$ cat src/rtl/answer_timer_pkg.sv
// Shared definitions for the answer timer: FSM state encoding, BCD digit
// width and the largest value the two-digit countdown can hold.
package answer_timer_pkg;

  localparam int BCD_W     = 4;
  localparam int MAX_DIGIT = 9;
  localparam int MAX_VAL   = 99;

  typedef enum logic [1:0] {
    S_IDLE    = 2'd0,
    S_RUN     = 2'd1,
    S_PAUSE   = 2'd2,
    S_EXPIRED = 2'd3
  } state_t;

  // Non-BCD digit codes (A..F) are treated as 9 so the limit never exceeds 99.
  function automatic logic [BCD_W-1:0] clamp_digit(input logic [BCD_W-1:0] d);
    return (d > BCD_W'(MAX_DIGIT)) ? BCD_W'(MAX_DIGIT) : d;
  endfunction

endpackage

$ cat src/rtl/answer_timer_bcd_dec2.sv
// Two-digit BCD decrement, purely combinational.
// Ports:
//   tens, ones         : current BCD value
//   dec_tens, dec_ones : value minus one; holds at 00 when the input is 00
//   zero               : input value is 00
module bcd_dec2
  import answer_timer_pkg::*;
(
  input  logic [BCD_W-1:0] tens,
  input  logic [BCD_W-1:0] ones,
  output logic [BCD_W-1:0] dec_tens,
  output logic [BCD_W-1:0] dec_ones,
  output logic             zero
);

  always_comb begin
    zero     = (tens == '0) && (ones == '0);
    dec_tens = tens;
    dec_ones = ones;
    if (!zero) begin
      if (ones == '0) begin
        // borrow from the tens digit
        dec_ones = BCD_W'(MAX_DIGIT);
        dec_tens = tens - BCD_W'(1);
      end else begin
        dec_ones = ones - BCD_W'(1);
      end
    end
  end

endmodule

$ cat src/rtl/answer_timer.sv
// Answer countdown timer: loads a two-digit BCD limit, counts it down once
// per 1 s tick, supports pause/abort, and holds an expired flag until
// acknowledged.
// Ports:
//   clk, rst (sync, active-low)
//   timeout1s           : 1 s tick pulse
//   start, load_tens/ones : load limit and begin counting
//   pause (level), abort, ack
//   rem_tens/rem_ones   : remaining seconds (registered BCD)
//   busy, warn, expired : status decoded from registered state/rem
//
// state     | meaning
// ----------+---------------------------------------------
// S_IDLE    | no countdown, rem = 00
// S_RUN     | counting down on each tick
// S_PAUSE   | countdown frozen while pause is high
// S_EXPIRED | count reached 00, waiting for ack/abort/start
module answer_timer
  import answer_timer_pkg::*;
#(
  parameter int WARN_SECS = 5
) (
  input  logic             clk,
  input  logic             rst,
  input  logic             timeout1s,
  input  logic             start,
  input  logic [BCD_W-1:0] load_tens,
  input  logic [BCD_W-1:0] load_ones,
  input  logic             pause,
  input  logic             abort,
  input  logic             ack,
  output logic [BCD_W-1:0] rem_tens,
  output logic [BCD_W-1:0] rem_ones,
  output logic             busy,
  output logic             warn,
  output logic             expired
);

  state_t           state, state_nxt;
  logic [BCD_W-1:0] tens_nxt, ones_nxt;
  logic [BCD_W-1:0] dec_tens, dec_ones;
  logic [BCD_W-1:0] ld_tens, ld_ones;
  logic             rem_zero;

  bcd_dec2 u_dec (
    .tens     (rem_tens),
    .ones     (rem_ones),
    .dec_tens (dec_tens),
    .dec_ones (dec_ones),
    .zero     (rem_zero)
  );

  assign ld_tens = clamp_digit(load_tens);
  assign ld_ones = clamp_digit(load_ones);

  always_ff @(posedge clk) begin
    if (!rst) begin
      state    <= S_IDLE;
      rem_tens <= '0;
      rem_ones <= '0;
    end else begin
      state    <= state_nxt;
      rem_tens <= tens_nxt;
      rem_ones <= ones_nxt;
    end
  end

  // Priority abort > start > ack > tick > pause; losers are simply dropped.
  always_comb begin
    state_nxt = state;
    tens_nxt  = rem_tens;
    ones_nxt  = rem_ones;
    if (abort) begin
      state_nxt = S_IDLE;
      tens_nxt  = '0;
      ones_nxt  = '0;
    end else if (start) begin
      tens_nxt  = ld_tens;
      ones_nxt  = ld_ones;
      state_nxt = ((ld_tens == '0) && (ld_ones == '0)) ? S_EXPIRED : S_RUN;
    end else begin
      unique case (state)
        S_EXPIRED: begin
          if (ack) begin
            state_nxt = S_IDLE;
            tens_nxt  = '0;
            ones_nxt  = '0;
          end
        end
        S_RUN: begin
          if (timeout1s && !rem_zero) begin
            tens_nxt = dec_tens;
            ones_nxt = dec_ones;
            if ((dec_tens == '0) && (dec_ones == '0)) state_nxt = S_EXPIRED;
          end else if (pause) begin
            state_nxt = S_PAUSE;
          end
        end
        S_PAUSE: begin
          if (!pause) state_nxt = S_RUN;
        end
        default: ;
      endcase
    end
  end

  // WARN_SECS is a single digit, so the warn window lies entirely in the ones digit.
  assign busy    = (state == S_RUN) || (state == S_PAUSE);
  assign expired = (state == S_EXPIRED);
  assign warn    = busy && (rem_tens == '0) && (rem_ones != '0) &&
                   (rem_ones <= BCD_W'(WARN_SECS));

endmodule

$ cat config.mk
export PLATFORM = sky130hd
export DESIGN_NAME = answer_timer
export DESIGN_NICKNAME = d
export VERILOG_FILES = /design/src/rtl/answer_timer_pkg.sv /design/src/rtl/answer_timer_bcd_dec2.sv /design/src/rtl/answer_timer.sv
export SDC_FILE = /design/constraint.sdc
export NUM_CORES = 1
export LEC_CHECK = 0
export BUFFER_PORTS_ARGS = -buffer_cell sky130_fd_sc_hd__buf_2
export CAP_MARGIN = 20
export CORE_MARGIN = 3
export CORE_UTILIZATION = 51
export DETAILED_ROUTE_END_ITERATION = 7
export PLACE_DENSITY = 0.77
export SYNTH_ARGS = -nofsm -noshare
export SYNTH_HDL_FRONTEND = slang
export SYNTH_SLANG_ARGS = --single-unit
$ cat constraint.sdc
create_clock -name clk -period 3.2 [get_ports clk]
set_input_delay 0.16 -clock clk [delete_from_list [all_inputs] [get_ports clk]]
set_output_delay 0.16 -clock clk [all_outputs]
set_load 0.005 [all_outputs]
Word-level counts from Yosys, hierarchy flattened
Index checks and enable logic that the tools add are counted.
W data, S select, Z words.
{ "word_totals": {"wordCells": 59, "output_inout_bits": 11, "register_bits": 10, "inputBits": 15} }
{ "classes": {"n_eq_ne": 8, "muxes": 21, "reduce_logical": 21, "magnitude_cmp": 3, "addsub": 2, "bitwise": 1} }
{ "op_table": {"columns": ["operator", "n"], "rows": [
  ["$mux W4", 11],
  ["$logic_not A4 Y1", 6],
  ["$pmux W4 S2", 2],
  ["$mux W2", 7],
  ["$ne A3 B3 Y1 const B", 3],
  ["$gt A4 B4 Y1 const B", 2],
  ["$ne A4 B4 Y1 const B", 2],
  ["$reduce_bool A4 Y1", 2],
  ["$sub A4 B1 Y4 const B", 2],
  ["$logic_and A1 B1 Y1", 7],
  ["$pmux W2 S3", 1],
  ["$reduce_and A5 Y1", 1],
  ["$eq A2 B2 Y1 const B", 2],
  ["$le A4 B3 Y1 const B", 1],
  ["$reduce_and A3 Y1", 1],
  ["$reduce_bool A3 Y1", 1],
  ["$eq A2 B1 Y1 const B", 1],
  ["$reduce_or A2 Y1", 1],
  ["$logic_not A1 Y1", 1],
  ["$logic_or A1 B1 Y1", 1],
  ["$not A1 Y1", 1]
]} }

Logic depth before layout (Yosys ltp)
{ "logic_depth": {"ltp_word": 9, "mapped_depth": 9, "depth_no_buf": 7} }

Cells and area by module
A second synthesis with hierarchy kept.
{ "unflattened": {"hier_cells": 108, "area_unflattened_um2": 874.6} }
{ "modules_own_cells": {"columns": ["module", "seq_area_each_um2", "n_inst", "area_per_inst_um2", "cells_per_inst"], "rows": [
  ["answer_timer", 200.2, 1, 696.9, 83],
  ["bcd_dec2", 0.0, 1, 177.7, 25]
]} }

Least setup slack after synthesis
OpenSTA, ideal clock, no wires.
{ "synth_timing": {"path_kind": "reg2reg", "startpoint": "register rem_tens[0]", "endpoint": "register rem_ones[2]", "synth_period_minus_slack_ns": 2.270, "required_ns": 3.069, "arrival_time_ns": 2.138, "setup_time_ns": 0.131, "slack_ns": 0.930, "path_stages_with_launch": 10, "n_path_buf": 2, "cell_sequence": "dfxtp_1 > inv_1 > ha_1 > or3b_2 > clkbuf_1 > o2111a_1 > a311o_1 > buf_6 > nor2_1 > a211oi_2"} }
{ "synth_between": {"elab_chain_cells": 6} }
{ "synth_rtl": {"columns": ["item", "line_no", "text"], "rows": [
  ["start, declared", "answer_timer.sv:32", "output logic [BCD_W-1:0] rem_tens,"],
  ["start signal, assigned", "answer_timer.sv:63", "rem_tens <= tens_nxt;"],
  ["$logic_not A4 Y1 (*)", "answer_timer_bcd_dec2.sv:17", "zero = (tens == '0) && (ones == '0);"],
  ["$logic_and A1 B1 Y1 (*)", "answer_timer_bcd_dec2.sv:17", null],
  ["$mux W4 or $logic_not A1 Y1 (tied branches)", null, null],
  ["$mux W4 or $logic_and A1 B1 Y1 (tied branches)", "answer_timer.sv:91", "if (timeout1s && !rem_zero) begin"],
  ["$pmux W4 S2 or $ne A3 B3 Y1 (tied branches)", null, null],
  ["$mux W4 or $reduce_and A3 Y1 (tied branches)", null, null],
  ["end signal, assigned", "answer_timer.sv:64", "rem_ones <= ones_nxt;"],
  ["end, declared", "answer_timer.sv:33", "output logic [BCD_W-1:0] rem_ones,"]
]} }
Every way passes the cells marked *; elsewhere a longest branch is shown, timed or not. The select of a mux whose other input is x is not followed.
A chain may end at the register's enable or synchronous reset.

Final worst setup path
{ "layout_timing": {"startpoint": "register rem_tens[0]", "endpoint": "register rem_tens[0]"} }
{ "layout_between": {"elab_chain_cells": 6} }
{ "layout_rtl": {"columns": ["item", "line_no"], "rows": [
  ["$sub A4 B1 Y4 or $logic_not A4 Y1 (tied branches)", "answer_timer_bcd_dec2.sv:24, answer_timer_bcd_dec2.sv:17"],
  ["$mux W4 or $logic_and A1 B1 Y1 (tied branches)", "answer_timer_bcd_dec2.sv:21, answer_timer_bcd_dec2.sv:17"],
  ["$mux W4 or $logic_not A1 Y1 (tied branches)", null],
  ["$mux W4 or $logic_and A1 B1 Y1 (tied branches)", "answer_timer.sv:91"],
  ["$pmux W4 S2 or $ne A3 B3 Y1 (tied branches)", null],
  ["$mux W4 or $reduce_and A3 Y1 (tied branches)", null]
]} }
Parallel ways exist; a longest one is shown, timed or not. The select of a mux whose other input is x is not followed.

==> out/results.txt <==
vias in the first global route - 911
chip width - 49.1 µm
WP data required - 3.40 ns
Min-Delay Path Class - in -> reg
startpoint types - flop
Fillers - 152
Clock Power Share - 32.9%
post-synthesis register bit count - 10
Final TNS setup - 0 ns
placed cells - 165
PwrDens - 323 nW/µm²
RSZ-0062 raised after global routing - false
status - completed
Post-synth top flop - dfxtp_1
drt drc - 0
WL per Instance - 14.3 µm
Synthesized Nets - 144
DP HPWL - 1.87 mm
H-tree Lvls - 1
CP Data Arrival Time - 2.67 ns
GRT Total Usage - 21.2%
critical path class - reg -> reg
Clock Tree Buf Depth - 2
sequential fraction of the synthesis area - 21.1%
Pint - 0.240 mW
met3 usage - 4.28%
I/O pin count - 26
Mapped Area - 947 µm²
Worst Setup End Kind - flop
Final Max Tran Viols - 0
Worst Max-Slew Pin Slew - 0.591 ns
Comb pwr share - 27.4%
Die H - 49.1 µm
# clock sinks - 10
cell row count - 14
post-CTS sizing - 0
share of cells above drive strength 1 - 26.2%
CTS Hold Buffers Added - 0
average cell area after synthesis - 7.64 µm²
fraction of registers with async set/reset - 0%
clock latency at the later pin of the worst-skew pair - 0.27 ns
GR Layer Usage met2 - 32.6%
crit path max fanout - 14
Sw Pwr - 0.110 mW
hold_ws - 0.199 ns
antenna diode instance count - 0
largest net degree at the start of global routing - 15
Sw Share - 31.5%
Starting Density - 58.1%
sequential power share - 39.6%
first-pass GRT wire length - 4.12 mm
CTS tree - yes
YS warnings - 0
final core occ - 66.6%
clock root buffer - clkbuf_4
Final min period - 2.47 ns
Netlist cell types - 40
post-synthesis cell count - 124
TritonCTS Buffers - 3
Pre-antenna DRT Iters - 4
grt ovf - 0
core area - 1630 µm²
gpl congestion - 0.876
Final ANT Viol Nets - 0
buffer count from post-CTS setup fixing - 0
Non-Filler Instances - 169
vias per cell - 5.99
max-cap viol count - 0
clk slew on worst S/H paths - 0.07 ns
number of synthesized flops with an enable pin - 0
Max Clock Freq - 405 MHz
Slew HR - 60.2%
initial DRC count - 52
vias - 1,012
GRT busiest layer - met2
synthesis-to-layout area growth - 14.5%
Die Area - 2410 µm²
leakage - 0.455 nW
Final Skew - 0.00391 ns
met1 Track Usage GR - 30.1%
initial antenna violation count - 0
Final setup viols - 0
Port Buffers - 25
Post-layout nets - 166
Final Hold Viols - 0
Tcrit/Tclk final - 77.1%
final WL - 2.42 mm
Peak VDD IR - 254 µV
==> cells by family after synthesis <==
group,Yosys count,share of synthesized area [%]
mux,2,2.25
simple gates,45,25.5
compound gates,46,35.7
fa+ha+maj,5,6.61
buf+inv,16,8.85
flops,10,21.1
==> state kept, by name, indices dropped and copies added, names as in the netlist <==
signal / cells
rem_ones: 4
rem_tens: 4
state: 2
==> cells in the mapped netlist, types with 2 or more instances <==
cell type / instances / area share (%)
nor2_1: 11 / 4.4
a21oi_1: 10 / 5.3
dfxtp_1: 10 / 21
nand2_1: 10 / 4.0
inv_1: 8 / 3.2
o21ai_0: 8 / 4.2
nand2b_1: 6 / 4.0
a211oi_2: 5 / 6.6
ha_1: 5 / 6.6
nor2b_1: 5 / 3.3
clkbuf_1: 4 / 1.6
nor4_1: 4 / 2.6
buf_6: 3 / 3.6
a211oi_1: 2 / 1.6
a21o_1: 2 / 1.6
nand4_1: 2 / 1.3
o211ai_1: 2 / 1.6
o21a_1: 2 / 1.6
o21ai_1: 2 / 1.1
o31a_1: 2 / 1.8
o31ai_1: 2 / 1.6
==> area by class of cell <==
class / instances / area (µm²) / share of cell area (%)
sequential: 10 / 200 / 18.5
timing repair buffer: 25 / 125 / 11.5
tap: 24 / 30.0 / 2.77
clock buffer: 4 / 36.3 / 3.34
multi-input combinational: 98 / 663 / 61.1
inverter: 8 / 30.0 / 2.77
==> path summary, 6_finish.rpt <==
check / to / cells after the start / start / slack, ns
worst min register to register: state[0]$_SDFFE_PP0P_ / 2 / state[0]$_SDFFE_PP0P_ / 0.54
worst max register to register: rem_tens[0]$_SDFFE_PP0P_ / 7 / rem_tens[0]$_SDFFE_PP0P_ / 0.73
worst min-delay path: state[1]$_SDFFE_PP0P_ / 3 / abort / 0.20
worst max-delay path: rem_tens[0]$_SDFFE_PP0P_ / 7 / rem_tens[0]$_SDFFE_PP0P_ / 0.73
==> cells in the final DEF, fill, tap and decap left out, types with 2 or more instances in the layout <==
cell type / netlist / routed
a211oi_1: 2 / 2
a211oi_2: 5 / 5
a21o_1: 2 / 2
a21oi_1: 10 / 10
buf_2: 1 / 25
clkbuf_4: 0 / 3
dfxtp_1: 10 / 10
ha_1: 5 / 5
inv_1: 8 / 8
nand2_1: 10 / 10
nand2b_1: 6 / 6
nand4_1: 2 / 2
nor2_1: 11 / 11
nor2b_1: 5 / 5
nor4_1: 4 / 4
o211ai_1: 2 / 2
o21a_1: 2 / 2
o21ai_0: 8 / 8
o21ai_1: 2 / 2
o31a_1: 2 / 2
o31ai_1: 2 / 2
==> power groups by stage <==
stage / Clock [mW] / Combinational, mW / Sequential, mW
after global placement: 0 / 0.0930 / 0.141
after CTS: 0.115 / 0.0946 / 0.138
after global routing: 0.119 / 0.106 / 0.140
after detailed placement: 0 / 0.0938 / 0.141
after floorplan: 0 / 0.0731 / 0.137
final: 0.115 / 0.0959 / 0.139
==> worst max-delay path, cell delays in order, from the launching register on <==
cell and delay, ns:
dfxtp_1 0.35, inv_1 0.12, ha_1 0.18, or3b_2 0.54, o2111a_1 0.30, a311o_1 0.54, a21o_1 0.23, a21oi_1 0.13
==> routing by layer <==
layer,wire [µm],up-vias
li1,-,503
met1,1130,460
met2,1070,42
met3,189,7
met4,36,0
met5,0,-
==> through the flow <==
step | setup WS, ns | instance area, µm² | power (mW)
after CTS | 0.745 | 1080 | 0.348
after global routing | 0.560 | 1080 | 0.365
after floorplan | 0.930 | 947 | 0.210
after detailed placement | 0.754 | 1050 | 0.235
final | 0.734 | 1080 | 0.350
after global placement | 0.857 | 1050 | 0.234
Power figures use the tool's default switching activity.
